===== src/rtl/alu_pkg.sv =====
`default_nettype none
// ============================================================================
// Module      : alu_pkg
// Description : Shared ALU operation codes and default datapath width for the
//               decode/execute pipeline boundary.
// Revision    : 1.0 - initial release
// ============================================================================
package alu_pkg;

    localparam int c_dw_default = 32;

    localparam logic [3:0] c_alu_and = 4'b0000;
    localparam logic [3:0] c_alu_or  = 4'b0001;
    localparam logic [3:0] c_alu_add = 4'b0010;
    localparam logic [3:0] c_alu_sub = 4'b0011;
    localparam logic [3:0] c_alu_slt = 4'b0100;
    localparam logic [3:0] c_alu_sll = 4'b0101;
    localparam logic [3:0] c_alu_srl = 4'b0110;
    localparam logic [3:0] c_alu_sra = 4'b0111;
    localparam logic [3:0] c_alu_xor = 4'b1001;
    localparam logic [3:0] c_alu_nor = 4'b1010;
    localparam logic [3:0] c_alu_nop = 4'b1111;

endpackage
`default_nettype wire


===== src/rtl/fwd_sel.sv =====
`default_nettype none
// ============================================================================
// Module      : fwd_sel
// Description : Operand forwarding selector. Picks the youngest in-flight
//               result whose destination matches the operand index; index 0
//               is hard-wired and never forwarded. With ID_EX_FORWARD_EN
//               undefined the register-file value passes straight through.
// Revision    : 1.0 - initial release
// ============================================================================
module fwd_sel
    import alu_pkg::*;
#(
    parameter int DW = c_dw_default,
    parameter int RW = 5
) (
    input  logic [RW-1:0] i_idx,
    input  logic [DW-1:0] i_rf_data,
    input  logic          i_exmem_reg_write,
    input  logic [RW-1:0] i_exmem_rd,
    input  logic [DW-1:0] i_exmem_data,
    input  logic          i_memwb_reg_write,
    input  logic [RW-1:0] i_memwb_rd,
    input  logic [DW-1:0] i_memwb_data,
    output logic [DW-1:0] o_data
);

`ifdef ID_EX_FORWARD_EN
    logic w_idx_live;
    logic w_hit_exmem;
    logic w_hit_memwb;

    assign w_idx_live  = |i_idx;
    assign w_hit_exmem = w_idx_live && i_exmem_reg_write && (i_exmem_rd == i_idx);
    assign w_hit_memwb = w_idx_live && i_memwb_reg_write && (i_memwb_rd == i_idx);

    // EX/MEM is the younger producer, so it takes precedence over MEM/WB.
    always_comb begin
        o_data = i_rf_data;
        if (w_hit_exmem) begin
            o_data = i_exmem_data;
        end else if (w_hit_memwb) begin
            o_data = i_memwb_data;
        end
    end
`else
    logic w_unused_fwd;

    assign w_unused_fwd = ^{i_idx, i_exmem_reg_write, i_exmem_rd, i_exmem_data,
                            i_memwb_reg_write, i_memwb_rd, i_memwb_data};
    assign o_data       = i_rf_data;
`endif

endmodule
`default_nettype wire


===== src/rtl/id_ex_reg.sv =====
`default_nettype none
// ============================================================================
// Module      : id_ex_reg
// Description : ID/EX pipeline register with flush > stall > load priority.
//               Operands are forwarded on load and re-forwarded from the held
//               indices while stalled. Forwarding is enabled by defining
//               ID_EX_FORWARD_EN; otherwise forwarding ports are ignored.
// Revision    : 1.0 - initial release
// ============================================================================
module id_ex_reg
    import alu_pkg::*;
#(
    parameter int DW = c_dw_default,
    parameter int RW = 5
) (
    input  logic          clk,
    input  logic          rst_n,
    input  logic          stall,
    input  logic          flush,
    input  logic          in_valid,
    input  logic [DW-1:0] in_rs_data,
    input  logic [DW-1:0] in_rt_data,
    input  logic [DW-1:0] in_imm,
    input  logic          in_use_imm,
    input  logic [3:0]    in_sel,
    input  logic [4:0]    in_shamt,
    input  logic [RW-1:0] in_rs,
    input  logic [RW-1:0] in_rt,
    input  logic [RW-1:0] in_rd,
    input  logic          in_reg_write,
    input  logic          exmem_reg_write,
    input  logic [RW-1:0] exmem_rd,
    input  logic [DW-1:0] exmem_data,
    input  logic          memwb_reg_write,
    input  logic [RW-1:0] memwb_rd,
    input  logic [DW-1:0] memwb_data,
    output logic          out_valid,
    output logic [DW-1:0] data_1,
    output logic [DW-1:0] data_2,
    output logic [3:0]    sel,
    output logic [4:0]    shamt,
    output logic [DW-1:0] store_data,
    output logic [RW-1:0] out_rd,
    output logic          out_reg_write
);

    logic          r_valid;
    logic [DW-1:0] r_data_1;
    logic [DW-1:0] r_data_2;
    logic [DW-1:0] r_store_data;
    logic [3:0]    r_sel;
    logic [4:0]    r_shamt;
    logic [RW-1:0] r_rd;
    logic          r_reg_write;
    logic [RW-1:0] r_rs;
    logic [RW-1:0] r_rt;
    logic          r_use_imm;

    logic          w_bubble;
    logic [RW-1:0] w_rs_idx;
    logic [RW-1:0] w_rt_idx;
    logic [DW-1:0] w_rs_base;
    logic [DW-1:0] w_rt_base;
    logic [DW-1:0] w_rs_fwd;
    logic [DW-1:0] w_rt_fwd;

    // While stalled the selectors look at the held indices and held operands,
    // so the same two selectors serve both the load and the stall path.
    assign w_rs_idx  = stall ? r_rs         : in_rs;
    assign w_rt_idx  = stall ? r_rt         : in_rt;
    assign w_rs_base = stall ? r_data_1     : in_rs_data;
    assign w_rt_base = stall ? r_store_data : in_rt_data;

    // A load of an empty slot is indistinguishable from a flush.
    assign w_bubble  = flush || (!stall && !in_valid);

    fwd_sel #(.DW(DW), .RW(RW)) u_fwd_rs (
        .i_idx             (w_rs_idx),
        .i_rf_data         (w_rs_base),
        .i_exmem_reg_write (exmem_reg_write),
        .i_exmem_rd        (exmem_rd),
        .i_exmem_data      (exmem_data),
        .i_memwb_reg_write (memwb_reg_write),
        .i_memwb_rd        (memwb_rd),
        .i_memwb_data      (memwb_data),
        .o_data            (w_rs_fwd)
    );

    fwd_sel #(.DW(DW), .RW(RW)) u_fwd_rt (
        .i_idx             (w_rt_idx),
        .i_rf_data         (w_rt_base),
        .i_exmem_reg_write (exmem_reg_write),
        .i_exmem_rd        (exmem_rd),
        .i_exmem_data      (exmem_data),
        .i_memwb_reg_write (memwb_reg_write),
        .i_memwb_rd        (memwb_rd),
        .i_memwb_data      (memwb_data),
        .o_data            (w_rt_fwd)
    );

    // Pipeline register: async bubble on reset, then flush > stall > load.
    always_ff @(posedge clk or negedge rst_n) begin
        if (!rst_n) begin
            r_valid      <= 1'b0;
            r_data_1     <= '0;
            r_data_2     <= '0;
            r_store_data <= '0;
            r_sel        <= c_alu_nop;
            r_shamt      <= '0;
            r_rd         <= '0;
            r_reg_write  <= 1'b0;
            r_rs         <= '0;
            r_rt         <= '0;
            r_use_imm    <= 1'b0;
        end else if (w_bubble) begin
            r_valid      <= 1'b0;
            r_data_1     <= '0;
            r_data_2     <= '0;
            r_store_data <= '0;
            r_sel        <= c_alu_nop;
            r_shamt      <= '0;
            r_rd         <= '0;
            r_reg_write  <= 1'b0;
            r_rs         <= '0;
            r_rt         <= '0;
            r_use_imm    <= 1'b0;
        end else if (stall) begin
            // Only a live instruction picks up late results; a bubble stays put.
            if (r_valid) begin
                r_data_1     <= w_rs_fwd;
                r_store_data <= w_rt_fwd;
                if (!r_use_imm) begin
                    r_data_2 <= w_rt_fwd;
                end
            end
        end else begin
            r_valid      <= 1'b1;
            r_data_1     <= w_rs_fwd;
            r_data_2     <= in_use_imm ? in_imm : w_rt_fwd;
            r_store_data <= w_rt_fwd;
            r_sel        <= in_sel;
            r_shamt      <= in_shamt;
            r_rd         <= in_rd;
            r_reg_write  <= in_reg_write;
            r_rs         <= in_rs;
            r_rt         <= in_rt;
            r_use_imm    <= in_use_imm;
        end
    end

    assign out_valid     = r_valid;
    assign data_1        = r_data_1;
    assign data_2        = r_data_2;
    assign store_data    = r_store_data;
    assign sel           = r_sel;
    assign shamt         = r_shamt;
    assign out_rd        = r_rd;
    assign out_reg_write = r_reg_write;

endmodule
`default_nettype wire


===== config.mk =====
export PLATFORM = sky130hd
export DESIGN_NAME = id_ex_reg
export DESIGN_NICKNAME = d
export VERILOG_FILES = /design/src/rtl/alu_pkg.sv /design/src/rtl/fwd_sel.sv /design/src/rtl/id_ex_reg.sv
export SDC_FILE = /design/constraint.sdc
export NUM_CORES = 1
export LEC_CHECK = 0
export BUFFER_PORTS_ARGS = -buffer_cell sky130_fd_sc_hd__buf_2
export CAP_MARGIN = 20
export CORE_AREA = 4 4 119 121
export DETAILED_ROUTE_END_ITERATION = 10
export DIE_AREA = 0 0 123 125
export PLACE_DENSITY = 0.81
export SYNTH_ARGS = -nofsm -noshare
export SYNTH_HDL_FRONTEND = slang
export SYNTH_SLANG_ARGS = --single-unit

===== constraint.sdc =====
create_clock -name clk -period 1.4 [get_ports clk]
set_input_delay 0.14 -clock clk [delete_from_list [all_inputs] [get_ports clk]]
set_output_delay 0.14 -clock clk [all_outputs]
set_load 0.005 [all_outputs]

==> qor.csv, run 1 <==
stage;metric;value;unit
synth;Top FF cell, synth;dfrtp_1;
global_route;first-pass GRT wire length;24610;um
power;peak supply drop;917.1;uV
die;Die X-Extent;123;um
routing;initial DRC count;298;
run;max-cap viol count;0;
sta;final-report hold violation count;0;
routing;DRT Wirelength;15750;um
layout;Fillers;1042;
layout;Nets;869;
cts;Root Driver;clkbuf_16;
die;row cnt;42;
critical_path;Crit Path Category;reg -> reg;
synth;sequential element share of the synthesized area;57.86;%
routing;wire per inst;18.40;um
routing;Routed Antenna Nets;0;
sta;RSZ-0062 raised after global routing;false;
global_route;initial antenna violation count;0;
placement;Cells after DPL;769;
layout;Area Growth Syn to Fin;51.83;%
routing;DRC;0;
placement;DP Wirelength;10170;um
synth;Post-Synthesis Cells;385;
cts;Clock Sinks;113;
sta;final setup vio count;0;
routing;Vias;4407;
global_route;largest net degree at the start of global routing;62;
sta;Max Slew Vio Count;0;
synth;Synth Register Bits;113;
critical_path;Worst Setup End Kind;register;
critical_path;CP arrival;1650;ps
synth;number of library cell types mapped by synthesis;34;
synth;post-synth top area share;55.71;%
global_route;Remaining Overflow, GRT;0;
synth;Ys Warns;0;
placement;Final GP Congestion;0.8126;
cts;CTS tree;built;
synth;count leader, synth;dfrtp_1;
global_route;vias in the first global route;4683;
synth;Async SR Flop Fraction;100.0;%
sta;worst setup margin;50.21;ps
sta;minimum clock period;1350;ps
run_status;outcome;complete, no violations;
power;Clock Power Share;47.4;%
critical_path;crit path max fanout;22;
worst_hold_path;class of the worst hold path;in -> reg;
cts;htree depth;4;
die;die height;125;um
die;Core Box Area;13090;um2
die;die footprint;15380;um2
power;Comb power frac;13.2;%
power;switch share;23.55;%
synth;Synth area leader;dfrtp_1;
sta;Tcrit/Tclk final;96.41;%
critical_path;WP data required;1700;ps
cts;Clock Latency Late Sink;410;ps
power;Seq pwr share;39.4;%
cts;setup bufs post-CTS;0;
power;P_sw;0.002103;W
sta;Max-slew headroom;74.16;%
synth;syn_nets;588;
sta;setup_tns;0;ps
power;leakage;3.764;nW
layout;Cell Count, Final, Fillers Out;856;
synth;Post-synth top cells;dfrtp_1 (109), a22o_1 (53), nor2_1 (24);
routing;DRT Pass-1 Iters;4;
cts;clk buf depth;2;
layout;share of layout cells above drive strength 1;47.72;%
critical_path;Worst R2R Path Depth;4;
worst_hold_path;hold path depth;3;
power;power density cells;1201;nW/um2
placement;port bufs;228;
cts;clock-pin slew on the worst setup and hold paths;50;ps
synth;Post-synth EDFFs;0;
placement;Place WS;53.02;ps
synth;top cells by area, synth;dfrtp_1 (56%), a22o_1 (9.5%), o32ai_2 (5.3%);
sta;Max Freq;740.9;MHz
critical_path;CP Launch Type;register;
power;Int Pwr;0.006827;W
die;IO Pins;315;
cts;TritonCTS Buffers;17;
synth;mapped cell area;4896;um2
sta;Slew @ Worst Pin;387.6;ps
routing;DR vias/cell;5.148;
global_route;gr usage total;20.66;%
die;Initial Util;37.42;%
synth;Syn Area/Cell;12.72;um2
sta;skew final;9.448;ps
-- power by group through the flow --
| stage | Combinational, W | Clock (W) | Sequential (W) |
|---|---|---|---|
| 2_1_floorplan | 0.000485 | 0 | 0.00357 |
| 5_1_grt | 0.00129 | 0.00450 | 0.00353 |
| 3_3_place_gp | 0.00102 | 0 | 0.00356 |
| 4_1_cts | 0.00117 | 0.00433 | 0.00351 |
| 6_report | 0.00118 | 0.00423 | 0.00352 |
| 3_5_place_dp | 0.00105 | 0 | 0.00356 |
-- critical path, stage by stage (launching register included) --
cell and delay, ps:
dfrtp_1 430, nor2b_4 240, buf_12 220, o32ai_1 100, a211oi_1 250
-- repair_timing --
item / 4_1_cts / 5_1_grt
resized for setup: 0 / 1
setup endpoints to repair: 0 / 6
hold buffers: 54 / 0
hold endpoints to repair: 162 / 0
-- worst paths after layout --
check	from	to	slack [ps]
worst min-delay path	in_rt_data[22]	store_data[22]	20
worst max-delay path	r_use_imm	data_2[29]	50
worst max register to register	r_use_imm	data_2[29]	50
max in group asynchronous	rst_n	data_2[23]	690
worst min register to register	data_2[20]	data_2[20]	500
min in group asynchronous	rst_n	data_2[7]	150
-- final cells by class --
type	instances	area, um2	area share (%)
Antenna cell	1	2.502	0.03366
Clock buffer	20	446.7	6.009
Clock inverter	12	140.1	1.885
Inverter	1	3.754	0.05050
Multi-Input combinational cell	234	1876	25.23
Sequential cell	113	2833	38.11
Tap cell	176	220.2	2.962
Timing Repair Buffer	299	1912	25.72
-- stage by stage --
step	power, W	instance area [um2]	utilization [%]	hold WS, ps
after global routing	0.009311	7431	56.79	18.96
final	0.008929	7433	56.81	19.62
after floorplan	0.004058	4896	-	-155.6
after detailed placement	0.004617	6296	48.12	18.49
after global placement	0.004580	6296	48.12	16.94
after CTS	0.009018	7423	56.73	3.449
-- layout by cell type (no fill, tap or decap), types with 2 or more instances in the layout --
| cell type | netlist | final |
|---|---|---|
| a22o_1 | 53 | 53 |
| nand2b_1 | 3 | 2 |
| a211oi_2 | 20 | 20 |
| clkinv_2 | 0 | 7 |
| clkinvlp_4 | 0 | 2 |
| a31oi_1 | 22 | 22 |
| bufinv_16 | 0 | 3 |
| and2_1 | 22 | 22 |
| buf_12 | 0 | 8 |
| o21ai_1 | 9 | 9 |
| mux2i_1 | 10 | 10 |
| buf_2 | 16 | 227 |
| a211oi_1 | 2 | 2 |
| dfstp_2 | 4 | 4 |
| o22a_1 | 4 | 4 |
| a21oi_1 | 11 | 11 |
| o32ai_2 | 16 | 16 |
| nor2_1 | 24 | 23 |
| buf_4 | 6 | 10 |
| nand3_1 | 8 | 8 |
| dfrtp_1 | 109 | 109 |
| nor2_2 | 1 | 2 |
| dlygate4sd3_1 | 0 | 54 |
| o32ai_1 | 6 | 6 |
| clkbuf_16 | 0 | 17 |
| nand2_1 | 13 | 13 |
| clkbuf_1 | 9 | 2 |
-- sequential cells by signal, summed over array words and instances (netlist names) --
register	cells
data_1	32
shamt	5
data_2	32
out_reg_write	1
sel	4
store_data	32
out_valid	1
out_rd	5
r_use_imm	1
-- cells by family after synthesis --
group	after synthesis	synth area share, %
buf+inv	38	4.472
simple gates	77	7.999
mux	10	2.045
flops	113	57.86
compound gates	147	27.63
-- layer usage --
layer	wire length [um]	up-vias	share of wire (%)	GRT usage (%)
li1	-	2024	-	-
met1	6096	2145	39	24.20
met2	8055	205	51	35.06
met3	1209	33	7.7	6.459
met4	388	0	2.5	8.208
met5	0	-	0	0
(Power assumes the default switching activity.)
==> run 2, diff against run 1 <==
--- a/config.mk
+++ b/config.mk
@@ -10,7 +10,7 @@
 export CORE_AREA = 4 4 119 121
 export DETAILED_ROUTE_END_ITERATION = 10
 export DIE_AREA = 0 0 123 125
-export PLACE_DENSITY = 0.81
+export PLACE_DENSITY = 0.75
 export SYNTH_ARGS = -nofsm -noshare
 export SYNTH_HDL_FRONTEND = slang
 export SYNTH_SLANG_ARGS = --single-unit
==> run 2 against run 1 <==
  * Die area is the same
  * Highest routed layer unchanged
  * Clock power is 3% lower
  * Setup slack gained 31 ps
  * Fmax up 2.4%
  * Largest power group unchanged
==> qor.csv, run 2 (synthesis gave the netlist of run 1 again) <==
stage;metric;value;unit;change
critical_path;kind of cell adding the most delay to the critical path;flip-flops;;
critical_path;CP max-delay cell;dfrtp_1;;
placement;port bufs;228;;unchanged
sta;skew final;8.355;ps;-1.093 ps
power;peak supply drop;678.6;uV;-26%
sta;final-report hold violation count;0;;unchanged
critical_path;WP data required;1690;ps;about the same
routing;DRC;0;;unchanged
sta;Tcrit/Tclk final;94.19;%;-2.2 points
sta;minimum clock period;1319;ps;-31.16 ps
routing;DRT Wirelength;15760;um;about the same
critical_path;CP Launch Type;register;;
die;Initial Util;37.42;%;unchanged
die;die footprint;15380;um2;unchanged
global_route;vias in the first global route;4745;;+1.3%
sta;Max Slew Vio Count;0;;unchanged
routing;initial DRC count;301;;+1.0%
critical_path;Critical Path Max Stage Delay;410;ps;-20 ps
layout;Cell Count, Final, Fillers Out;855;;-0.12%
placement;placed inst area;6300;um2;about the same
cts;CTS tree;built;;
die;Core Box Area;13090;um2;unchanged
power;Pwr Total;0.008780;W;-1.7%
routing;DRT Pass-1 Iters;4;;unchanged
placement;DP Wirelength;10510;um;+3.3%
critical_path;Critical Path End;data_2[18];;
critical_path;Stages on worst setup path;4;;unchanged
cts;Root Driver;clkbuf_16;;
die;IO Pins;315;;unchanged
critical_path;reg-to-reg endpoint;data_2[18];;
sta;RSZ-0062 raised after global routing;false;;
placement;Cells after DPL;772;;+0.39%
cts;cts-stage hold buffer count;51;;-5.6%
cts;Clock Latency Late Sink;410;ps;about the same
global_route;gr usage total;20.41;%;-0.25 points
critical_path;Buf/Inv on CP;1;;unchanged
sta;final setup vio count;0;;unchanged
layout;Nets;869;;unchanged
global_route;largest net degree at the start of global routing;62;;unchanged
cts;TritonCTS Buffers;17;;unchanged
cts;clock-pin slew on the worst setup and hold paths;60;ps;about the same
placement;Final GP Congestion;0.8149;;+0.28%
global_route;Remaining Overflow, GRT;0;;unchanged
layout;Fillers;1105;;+6.0%
critical_path;R2R Path Start;r_use_imm;;
cts;htree depth;4;;unchanged
critical_path;Worst R2R Path Depth;4;;unchanged
die;row cnt;42;;unchanged
cts;setup bufs post-CTS;0;;unchanged
sta;Max-slew headroom;74.06;%;-0.095 points
power;leakage;3.734;nW;-0.80%
worst_hold_path;class of the worst hold path;in -> reg;;
layout;commonest non-fill, non-tap cell in the layout;buf_2;;
routing;DR vias/cell;5.288;;+2.7%
die;Die X-Extent;123;um;unchanged
run;max-cap viol count;0;;unchanged
sta;Max Freq;758.4;MHz;+2.4%
die;die height;125;um;unchanged
cts;Clock Sinks;113;;unchanged
layout;fin area;7376;um2;-0.77%
cts;clk buf depth;2;;unchanged
critical_path;critical path cell sequence;nor2b_2 > buf_12 > nor2_4 > a22o_1;;
layout;most frequent cells in the layout;buf_2 (227), dfrtp_1 (109), a22o_1 (53);;
layout;Area Growth Syn to Fin;50.65;%;
critical_path;crit path max fanout;23;;+4.5%
critical_path;Worst Setup End Kind;register;;
critical_path;Worst R2R Setup Slack;80;ps;+30 ps
routing;wire per inst;18.43;um;+0.18%
critical_path;CP arrival;1600;ps;-50 ps
routing;Vias;4521;;+2.6%
layout;# diodes;0;;-1
cts;PostCTS Resize Cnt;0;;unchanged
global_route;initial antenna violation count;0;;unchanged
power;power density cells;1190;nW/um2;-0.90%
layout;share of layout cells above drive strength 1;48.31;%;+0.59 points
run_status;outcome;complete, no violations;;
critical_path;CP startpoint;r_use_imm;;
sta;setup_tns;0;ps;unchanged
worst_hold_path;Hold Crit Start;in_rt_data[21];;
routing;Routed Antenna Nets;0;;unchanged
critical_path;Crit Path Category;reg -> reg;;
global_route;first-pass GRT wire length;24550;um;-0.22%
sta;Slew @ Worst Pin;389.0;ps;+1.424 ps
==> run 2: changes by cell type in the layout (fill, tap and decap cells not counted), sizes merged, moves of 2 or more <==
cell,before,now
clkinv,7,5
clkinvlp,2,6
buf,245,248
bufinv,3,1
dlygate4sd3,54,51
==> run 2: worst min-delay path by stage <==
stage / to / cells past startpoint / slack [ps]
final: store_data[21] / 3 / 20
after global routing: store_data[18] / 3 / 20
after CTS: store_data[21] / 3 / 2
after detailed placement: data_2[9] / 1 / -6
after global placement: data_2[9] / 1 / -9
after floorplan: data_1[0] / 0 / -160
==> run 2: worst min-delay path, delay by kind of cell <==
kind	cells	cell delay, ps
AOI/OAI and AO/OA	1	60
buffers and inverters	1	100
and+or+nand+nor	1	70
==> run 2: stage by stage <==
stage / worst slack [ps] / utilization [%] / hold slack (ps)
detailed placement: 52.29 / 48.14 / -6.488
global route: 13.49 / 56.37 / 21.11
finish: 81.37 / 56.37 / 16.73
CTS: 72.83 / 56.37 / 1.691
global placement: 77.32 / 48.14 / -9.477
floorplan: 69.45 / - / -155.6
==> run 2: area by class of cell <==
type                            count  area (um2)  share of cell area (%)
Tap cell                          176       220.2                   2.986
Timing Repair Buffer              299        1904                   25.82
Sequential cell                   113        2833                   38.41
Clock inverter                     13       112.6                   1.527
Multi-Input combinational cell    234        1849                   25.07
Clock buffer                       19       452.9                   6.141
Inverter                            1       3.754                 0.05089
==> run 2: where the power goes <==
group          switching, W  internal (W)
sequential        0.0000928       0.00342
clock               0.00157       0.00252
combinational      0.000587      0.000581
total               0.00225       0.00653
==> run 2: metal layers <==
layer	part of all wire (%)	wire (um)	vias to the layer above	track usage, %
met1	39	6163	2224	24.27
met5	0	0	-	0
met2	49	7791	246	33.90
met3	9.5	1494	30	6.956
li1	-	-	2021	-
met4	2.0	310	0	7.948
